## src/rtl/shiftreg_pkg.sv

```systemverilog
// Shared types for the shift-register sequencer: register modes, command
// opcodes and sequencer states, plus small opcode decode helpers.
package shiftreg_pkg;

  typedef enum logic [1:0] {
    HOLD = 2'b00,
    SHL  = 2'b01,
    SHR  = 2'b10,
    LOAD = 2'b11
  } sr_mode_e;

  typedef enum logic [2:0] {
    OP_LOAD = 3'd0,
    OP_SHL  = 3'd1,
    OP_SHR  = 3'd2,
    OP_ASR  = 3'd3,
    OP_ROL  = 3'd4,
    OP_ROR  = 3'd5
  } op_e;

  typedef enum logic [1:0] {
    IDLE = 2'd0,
    EXEC = 2'd1,
    DONE = 2'd2
  } state_e;

  // Opcodes 6 and 7 are not shifts; they complete as zero-amount no-ops.
  function automatic logic op_is_shift(input logic [2:0] op);
    return (op >= OP_SHL) && (op <= OP_ROR);
  endfunction

  function automatic sr_mode_e op_mode(input logic [2:0] op);
    sr_mode_e m;
    case (op)
      OP_LOAD:         m = LOAD;
      OP_SHL, OP_ROL:  m = SHL;
      OP_SHR, OP_ASR,
      OP_ROR:          m = SHR;
      default:         m = HOLD;
    endcase
    return m;
  endfunction

endpackage

```

## src/rtl/shiftreg_sequencer.sv

```systemverilog
// Command sequencer for a mode-controlled shift register: accepts one command
// at a time and drives mode/serial bits cycle by cycle until it completes.
module shiftreg_sequencer
  import shiftreg_pkg::*;
#(
  parameter int DATASIZE = 8,
  parameter int CNTW     = $clog2(DATASIZE) + 1
) (
  input  logic                clk_i,
  input  logic                rst_i,
  input  logic                cmd_valid_i,
  output logic                cmd_ready_o,
  input  logic [2:0]          cmd_op_i,
  input  logic [CNTW-1:0]     cmd_amount_i,
  input  logic [DATASIZE-1:0] cmd_data_i,
  input  logic                cmd_fill_i,
  input  logic [DATASIZE-1:0] reg_value_i,
  output logic [1:0]          sr_mode_o,
  output logic [DATASIZE-1:0] sr_load_value_o,
  output logic                sr_ser_in_msb_o,
  output logic                sr_ser_in_lsb_o,
  output logic                busy_o,
  output logic                done_o,
  output state_e              dbg_state_o
);

  // Handshake: a command transfers on a rising edge where cmd_valid_i and
  // cmd_ready_o are both high; the source must hold the command stable
  // until then. cmd_ready_o depends on registered state only.

  localparam logic [CNTW-1:0] MAX_CNT = CNTW'(DATASIZE);
  localparam logic [CNTW-1:0] ONE_CNT = CNTW'(1);

  state_e                r_state;
  state_e                w_state_nxt;
  logic [CNTW-1:0]       r_cnt;
  logic [2:0]            r_op;
  logic [DATASIZE-1:0]   r_data;
  logic                  r_fill;

  logic                  w_accept;
  logic [CNTW-1:0]       w_amt_clamped;
  logic [CNTW-1:0]       w_cnt_init;
  sr_mode_e              w_mode;

  assign w_accept      = cmd_valid_i && (r_state == IDLE);
  assign w_amt_clamped = (cmd_amount_i > MAX_CNT) ? MAX_CNT : cmd_amount_i;

  // LOAD occupies exactly one EXEC cycle; unknown opcodes get a zero count.
  always_comb begin
    w_cnt_init = '0;
    if (cmd_op_i == OP_LOAD) begin
      w_cnt_init = ONE_CNT;
    end else if (op_is_shift(cmd_op_i)) begin
      w_cnt_init = w_amt_clamped;
    end
  end

  always_ff @(posedge clk_i or posedge rst_i) begin
    if (rst_i) begin
      r_state <= IDLE;
      r_cnt   <= '0;
      r_op    <= '0;
      r_data  <= '0;
      r_fill  <= 1'b0;
    end else begin
      r_state <= w_state_nxt;
      if (w_accept) begin
        r_cnt  <= w_cnt_init;
        r_op   <= cmd_op_i;
        r_data <= cmd_data_i;
        r_fill <= cmd_fill_i;
      end else if (r_state == EXEC) begin
        r_cnt <= r_cnt - ONE_CNT;
      end
    end
  end

  always_comb begin
    w_state_nxt = r_state;
    case (r_state)
      IDLE: begin
        if (w_accept) begin
          w_state_nxt = (w_cnt_init != '0) ? EXEC : DONE;
        end
      end
      EXEC: begin
        if (r_cnt <= ONE_CNT) begin
          w_state_nxt = DONE;
        end
      end
      DONE:    w_state_nxt = IDLE;
      default: w_state_nxt = IDLE;
    endcase
  end

  // Serial bits are combinational from reg_value_i so rotates and ASR see
  // the register contents of the current cycle.
  always_comb begin
    w_mode          = HOLD;
    sr_load_value_o = '0;
    sr_ser_in_msb_o = 1'b0;
    sr_ser_in_lsb_o = 1'b0;
    if (r_state == EXEC) begin
      w_mode = op_mode(r_op);
      case (r_op)
        OP_LOAD: sr_load_value_o = r_data;
        OP_SHL:  sr_ser_in_lsb_o = r_fill;
        OP_SHR:  sr_ser_in_msb_o = r_fill;
        OP_ASR:  sr_ser_in_msb_o = reg_value_i[DATASIZE-1];
        OP_ROL:  sr_ser_in_lsb_o = reg_value_i[DATASIZE-1];
        OP_ROR:  sr_ser_in_msb_o = reg_value_i[0];
        default: ;
      endcase
    end
  end

  assign sr_mode_o   = w_mode;
  assign cmd_ready_o = (r_state == IDLE);
  assign busy_o      = (r_state != IDLE);
  assign done_o      = (r_state == DONE);
  assign dbg_state_o = r_state;

endmodule

```

## config.mk

```make
export PLATFORM = sky130hd
export DESIGN_NAME = shiftreg_sequencer
export DESIGN_NICKNAME = d
export VERILOG_FILES = /design/src/rtl/shiftreg_pkg.sv /design/src/rtl/shiftreg_sequencer.sv
export SDC_FILE = /design/constraint.sdc
export NUM_CORES = 1
export LEC_CHECK = 0
export ABC_CLOCK_PERIOD_IN_PS = 2400
export BUFFER_PORTS_ARGS = -buffer_cell sky130_fd_sc_hd__buf_4
export CORE_ASPECT_RATIO = 1.25
export CORE_MARGIN = 2
export CORE_UTILIZATION = 40
export CTS_CLUSTER_DIAMETER = 120
export DETAILED_ROUTE_END_ITERATION = 12
export GPL_TIMING_DRIVEN = 0
export PLACE_DENSITY = 0.69
export SYNTH_ARGS = -nofsm -noshare
export SYNTH_HDL_FRONTEND = slang
export SYNTH_SLANG_ARGS = --single-unit
export TNS_END_PERCENT = 20
```

## constraint.sdc

```tcl
create_clock -name clk_i -period 2.4 [get_ports clk_i]
set_input_delay 0.6 -clock clk_i [delete_from_list [all_inputs] [get_ports clk_i]]
set_output_delay 0.6 -clock clk_i [all_outputs]
set_load 0.01 [all_outputs]
```

==> metrics.txt, run 1 <==
final instance area 0.00142 mm²; DP HPWL 1680 µm; initial core utilization 42.8%; unrepaired setup endpoints after global routing no; vias in the first global route 797; R2R Setup Slk 0.86 ns; Buf/Inv on CP 3; area of the core 0.00245 mm²; global route total overflow 0; IO Pins 44; wire per inst 12.2 µm; post-route minimum period 2.26 ns; final hold vios 0; deepest clock path buffer count 2; Ant. Diodes 0; share of cells above drive strength 1 44.8%; element type at the critical path end output pin; Post-synth top flop dfrtp_1; hold buffers post-CTS 0; Reg clk slew, reported paths 0.10 ns; #FFs+latches synth 18; routed vias 899; worst-case clock skew 0.00707 ns; Worst EP required 1.80 ns; Max FO, Critical Path 8; Synth top area share 43.0%; sequential area share after synthesis 43.0%; Power per Cell Area 1180 mW/mm²; yosys warns 0; Final nets 174; Reg-to-Reg Start dbg_state_o[1]; FFs w/ async S/R, synth 100%; Routability Congestion 0.797; port bufs 37; CP Class reg -> out; final setup vio count 0; Commonest cells post-synth dfrtp_1, mux2_2, nor2_1; status finished clean; Root Driver clkbuf_4; Worst Reg-to-Reg Cells 6; fin. max-slew vios 0; Worst-Skew Late Latency 0.28 ns; critical-path cell list nand2b_1 -> buf_6 -> nor4_4 -> buf_4 -> and2_1 -> buf_4; Tightest Pin Transition 0.654 ns; initial antenna violation count 0; Leak 0.654 nW; area delta synth->final 35.0%; DRT Pass-1 Iters 4; initial DRC count 4; Worst path depth 6; largest net degree at the start of global routing 19; Clock Sinks 18; synthesized area per cell 10.4 µm²; DIE AREA 0.00305 mm²; Synth area leader dfrtp_1; fmax 443 MHz; Die Y 61.2 µm; largest stage delay on the critical path 0.40 ns; peak supply drop 0.000545 V; crit path DAT 1.66 ns; Vias/cell 5.11; CTS Buf Count 3; Cell Area, Placed 0.00137 mm²; overall global routing resource usage 16.1%; CP most frequent cell buf_4; synthesized cell area 0.00105 mm²; row cnt 20; Slew headroom 56.3%; CTS HTree Levels 1; crit share post-route 94.1%; Die W 49.8 µm; crit start category flip-flop; remaining antenna violation count after routing 0; count leader, synth dfrtp_1; wire length of the first global-routing pass 3680 µm; Mapped Cells 101; Hold Path Class in -> async; CP max stage cell dfrtp_2; Synthesized Nets 130; Crit path max-delay family simple AND/OR/NAND/NOR gates; worst r2r dst r_cnt[2]; Setup Total Neg Slack 0 ns; drt total wl 2140 µm; EDFF count, synth 0; residual DRC count 0; Max Cap Violations 0; CTS tree done; Synth area leaders dfrtp_1, mux2_2, and2_1; Pwr Total 1.66 mW; Distinct cells, synth 32
## power by group
part	switching, mW	leakage, nW	internal, mW
combinational	0.424	0.429	0.517
sequential	0.123	0.211	0.459
clock	0.0836	0.0138	0.0582
## cells by family (layout without fill, tap and decap cells)
family,Yosys count,in the layout,synth area share (%)
fa+ha+maj,2,2,2.39
simple gates,36,36,19.6
compound gates,21,21,14.7
flops,18,18,43.0
buf+inv,9,51,5.01
xor+xnor,3,3,2.51
mux,12,12,12.9
## cells in the final DEF, fill, tap and decap left out, types with 2 or more instances in the layout
master / instances
buf_4: 40
dfrtp_1: 17
mux2_2: 12
nor2_1: 10
and2_1: 8
inv_1: 5
a21oi_1: 5
nand2_1: 4
a211oi_1: 4
o21ai_0: 3
nand2b_1: 3
xnor2_1: 3
nor3_1: 3
clkbuf_4: 3
buf_6: 2
nor2b_1: 2
ha_1: 2
## flip-flops by register name, indices dropped and copies added (netlist names)
name,count
r_data,8
r_cnt,4
r_op,3
dbg_state_o,2
r_fill,1
## worst max path at each step
stage,start,to
2_1_floorplan,dbg_state_o[1],sr_load_value_o[0]
4_1_cts,dbg_state_o[1],sr_load_value_o[2]
6_report,dbg_state_o[1],sr_load_value_o[4]
5_1_grt,dbg_state_o[0],sr_load_value_o[1]
3_3_place_gp,dbg_state_o[1],sr_load_value_o[6]
3_5_place_dp,dbg_state_o[1],sr_load_value_o[2]
## metal layers
metal	global-route usage, %	vias to the layer above	share of wire [%]
li1	-	441	-
met1	19.6	427	42
met2	28.6	29	51
met3	3.40	2	6.1
met4	5.95	0	0.56
met5	0	-	0
## through the flow
step,hold slack (ns),util (%),instances,worst slack [ns]
4_1_cts,0.428,57.0,174,0.136
6_report,0.397,57.7,176,0.141
3_3_place_gp,0.477,55.8,171,0.350
2_1_floorplan,0.470,-,101,0.565
5_1_grt,0.459,57.7,176,0.00521
3_5_place_dp,0.484,55.8,171,0.309
## timing repair
item / CTS / global route
buffers inserted: 0 / 2
pin swaps: 0 / 1
gates resized for setup: 1 / 1
endpoints found under the hold margin: 0 / 0
setup endpoints to repair: 8 / 8
## cell type report
cell class	count	area, µm²
timing repair buffer	39	293
tap	33	41.3
clock buffer	3	22.5
sequential	18	452
buffer	4	33.8
fill	242	1040
inverter	5	18.8
multi-input combinational	74	554
Note: power is estimated with default switching activity, not from simulation.
==> run 2, diff against run 1 <==
- ABC_CLOCK_PERIOD_IN_PS: 2400 -> 2220
- clock period: 2.4 -> 2.22 ns (I/O delays scaled with it)
==> run 2 against run 1 <==
Net effect:
- register-to-register slack lost 0.20 ns
- design area grew 2.8%
- clock skew shrank 0.0019 ns
- sequential power grew 13%
- worst hold slack lost 0.041 ns
- first-iteration DRC count grew to 2.8 times the previous value
- final cell count grew 1.1%
- combinational power grew 14%
- critical endpoint is now sr_load_value_o[2]
- largest power group unchanged
- highest routed layer unchanged
==> metrics.txt, run 2 (synthesis results as in run 1) <==
overall global routing resource usage 16.1% (unchanged); Cell Area, Placed 0.00137 mm² (unchanged); fin. max-slew vios 0 (unchanged); final instance area 0.00146 mm² (+2.8%); crit path DAT 1.62 ns (-0.04 ns); max reg flops 8 (unchanged); largest reg by FF count r_data; Vias/cell 5.13 (+0.53%); post-route minimum period 2.17 ns; Leak 0.673 nW (+2.9%); Tightest Pin Transition 0.661 ns (+0.00667 ns); Flop pwr share 35.0% (about the same); switching share of power 37.3% (-0.53 points); CP most frequent cell buf_4; CP Class reg -> out; Slew headroom 55.9% (-0.45 points); routed vias 914 (+1.7%); residual DRC count 0 (unchanged); critical-path cell list nand2b_4 -> buf_6 -> nor4_4 -> buf_4 -> and2_1 -> buf_4; worst-case clock skew 0.00517 ns (-0.00190 ns); drt total wl 2170 µm (+1.5%); crit start category flip-flop; row cnt 20 (unchanged); Fillers 241 (-0.41%); global route total overflow 0 (unchanged); met3 usage 3.40% (unchanged); crit share post-route 97.8%; Largest regs r_data: 8 flops, r_cnt: 4 flops, r_op: 3 flops; Worst EP required 1.66 ns (-0.14 ns); DIE AREA 0.00305 mm² (unchanged); CTS HTree Levels 1 (unchanged); Most Crowded Layer GR met2; CTS Buf Count 3 (unchanged); wire length of the first global-routing pass 3680 µm (unchanged); hold buffers post-CTS 0 (unchanged); final hold vios 0 (unchanged); Clock Sinks 18 (unchanged); Combinational Power Share 56.8% (+0.2 points); status finished clean; P_sw 0.703 mW (+11%); Post-Route Utilization 59.3% (+1.6 points); Worst-Skew Late Latency 0.28 ns (about the same); met2 usage 28.6% (unchanged); largest stage delay on the critical path 0.41 ns (about the same); Clk network pwr share 8.2% (-0.3 points); M1 GR Usage 19.6% (unchanged); CTS tree done; Max FO, Critical Path 8 (unchanged); share of cells above drive strength 1 49.0% (+4.2 points); most frequent cells in the layout buf_4, dfrtp_1, mux2_2; Hold Path Class in -> async; initial core utilization 42.8% (unchanged); DP HPWL 1680 µm (unchanged); remaining antenna violation count after routing 0 (unchanged); internal power 1.18 mW (+14%); DRT Pass-1 Iters 4 (unchanged); Die Y 61.2 µm (unchanged); Ant. Diodes 0 (unchanged); Crit path max-delay family simple AND/OR/NAND/NOR gates; largest net degree at the start of global routing 19 (unchanged); Reg clk slew, reported paths 0.10 ns (about the same); deepest clock path buffer count 2 (unchanged); unrepaired setup endpoints after global routing yes; Power per Cell Area 1290 mW/mm² (+9.9%); Routability Congestion 0.797 (unchanged); Die W 49.8 µm (unchanged); final setup vio count 0 (unchanged); wire per inst 12.2 µm (+0.35%); initial DRC count 11 (+7); Setup Total Neg Slack 0 ns (unchanged); port bufs 37 (unchanged); initial antenna violation count 0 (unchanged); vias in the first global route 797 (unchanged); Buf/Inv on CP 3 (unchanged); Root Driver clkbuf_4; area of the core 0.00245 mm² (unchanged); peak supply drop 0.000604 V (+11%); Max Cap Violations 0 (unchanged); fmax 461 MHz; Final nets 176 (+1.1%); CP max stage cell dfrtp_2; area delta synth->final 38.8%; IO Pins 44 (unchanged); element type at the critical path end output pin; commonest non-fill, non-tap cell in the layout buf_4
[run 2: layer usage]
layer	wire length [µm]	part of all wire [%]
met3	129	5.9
met1	919	42
met5	0	0
met4	12	0.55
met2	1110	51
[run 2: what timing repair did]
action                                  CTS  global route
pin swaps                                 0             2
gates resized for setup                   1             7
cloned                                    0             0
endpoints found under the setup margin    8            10
setup buffers                             0             5
[run 2: through the flow]
step	hold WS, ns	setup slack [ns]	power [mW]	cells
detailed placement	0.484	0.174	1.63	171
global route	0.417	-0.0589	2.05	178
CTS	0.383	0.000693	1.80	174
global placement	0.477	0.215	1.59	171
finish	0.357	0.0499	1.88	178
floorplan	0.470	0.430	1.29	101
[run 2: path summary, 6_finish.rpt]
kind,start,to,slack [ns],cells past startpoint
max,dbg_state_o[1],sr_load_value_o[2],0.05,6
min,rst_i,r_data[1],0.36,2
max reg2reg,dbg_state_o[1],r_cnt[2],0.66,6
min reg2reg,r_data[2],r_data[2],0.50,1
max in group asynchronous,rst_i,dbg_state_o[1],1.40,2
min in group clk_i,cmd_data_i[7],r_data[7],0.50,2
[run 2: cell type report]
class                   count  area, µm²  area share, %
inverters                   5       18.8           1.29
clock buffers               3       22.5           1.55
repair buffers             42        323           22.2
well taps                  33       41.3           2.84
plain buffers               3       30.0           2.06
flip-flops and latches     18        453           31.1
multi-input cells          74        567           39.0
[run 2: power by group through the flow]
stage,Combinational [mW],Clock (mW),Sequential [mW]
after CTS,1.01,0.161,0.632
after global placement,0.969,0,0.625
after detailed placement,0.993,0,0.633
after floorplan,0.686,0,0.608
after global routing,1.17,0.187,0.687
final,1.07,0.155,0.659
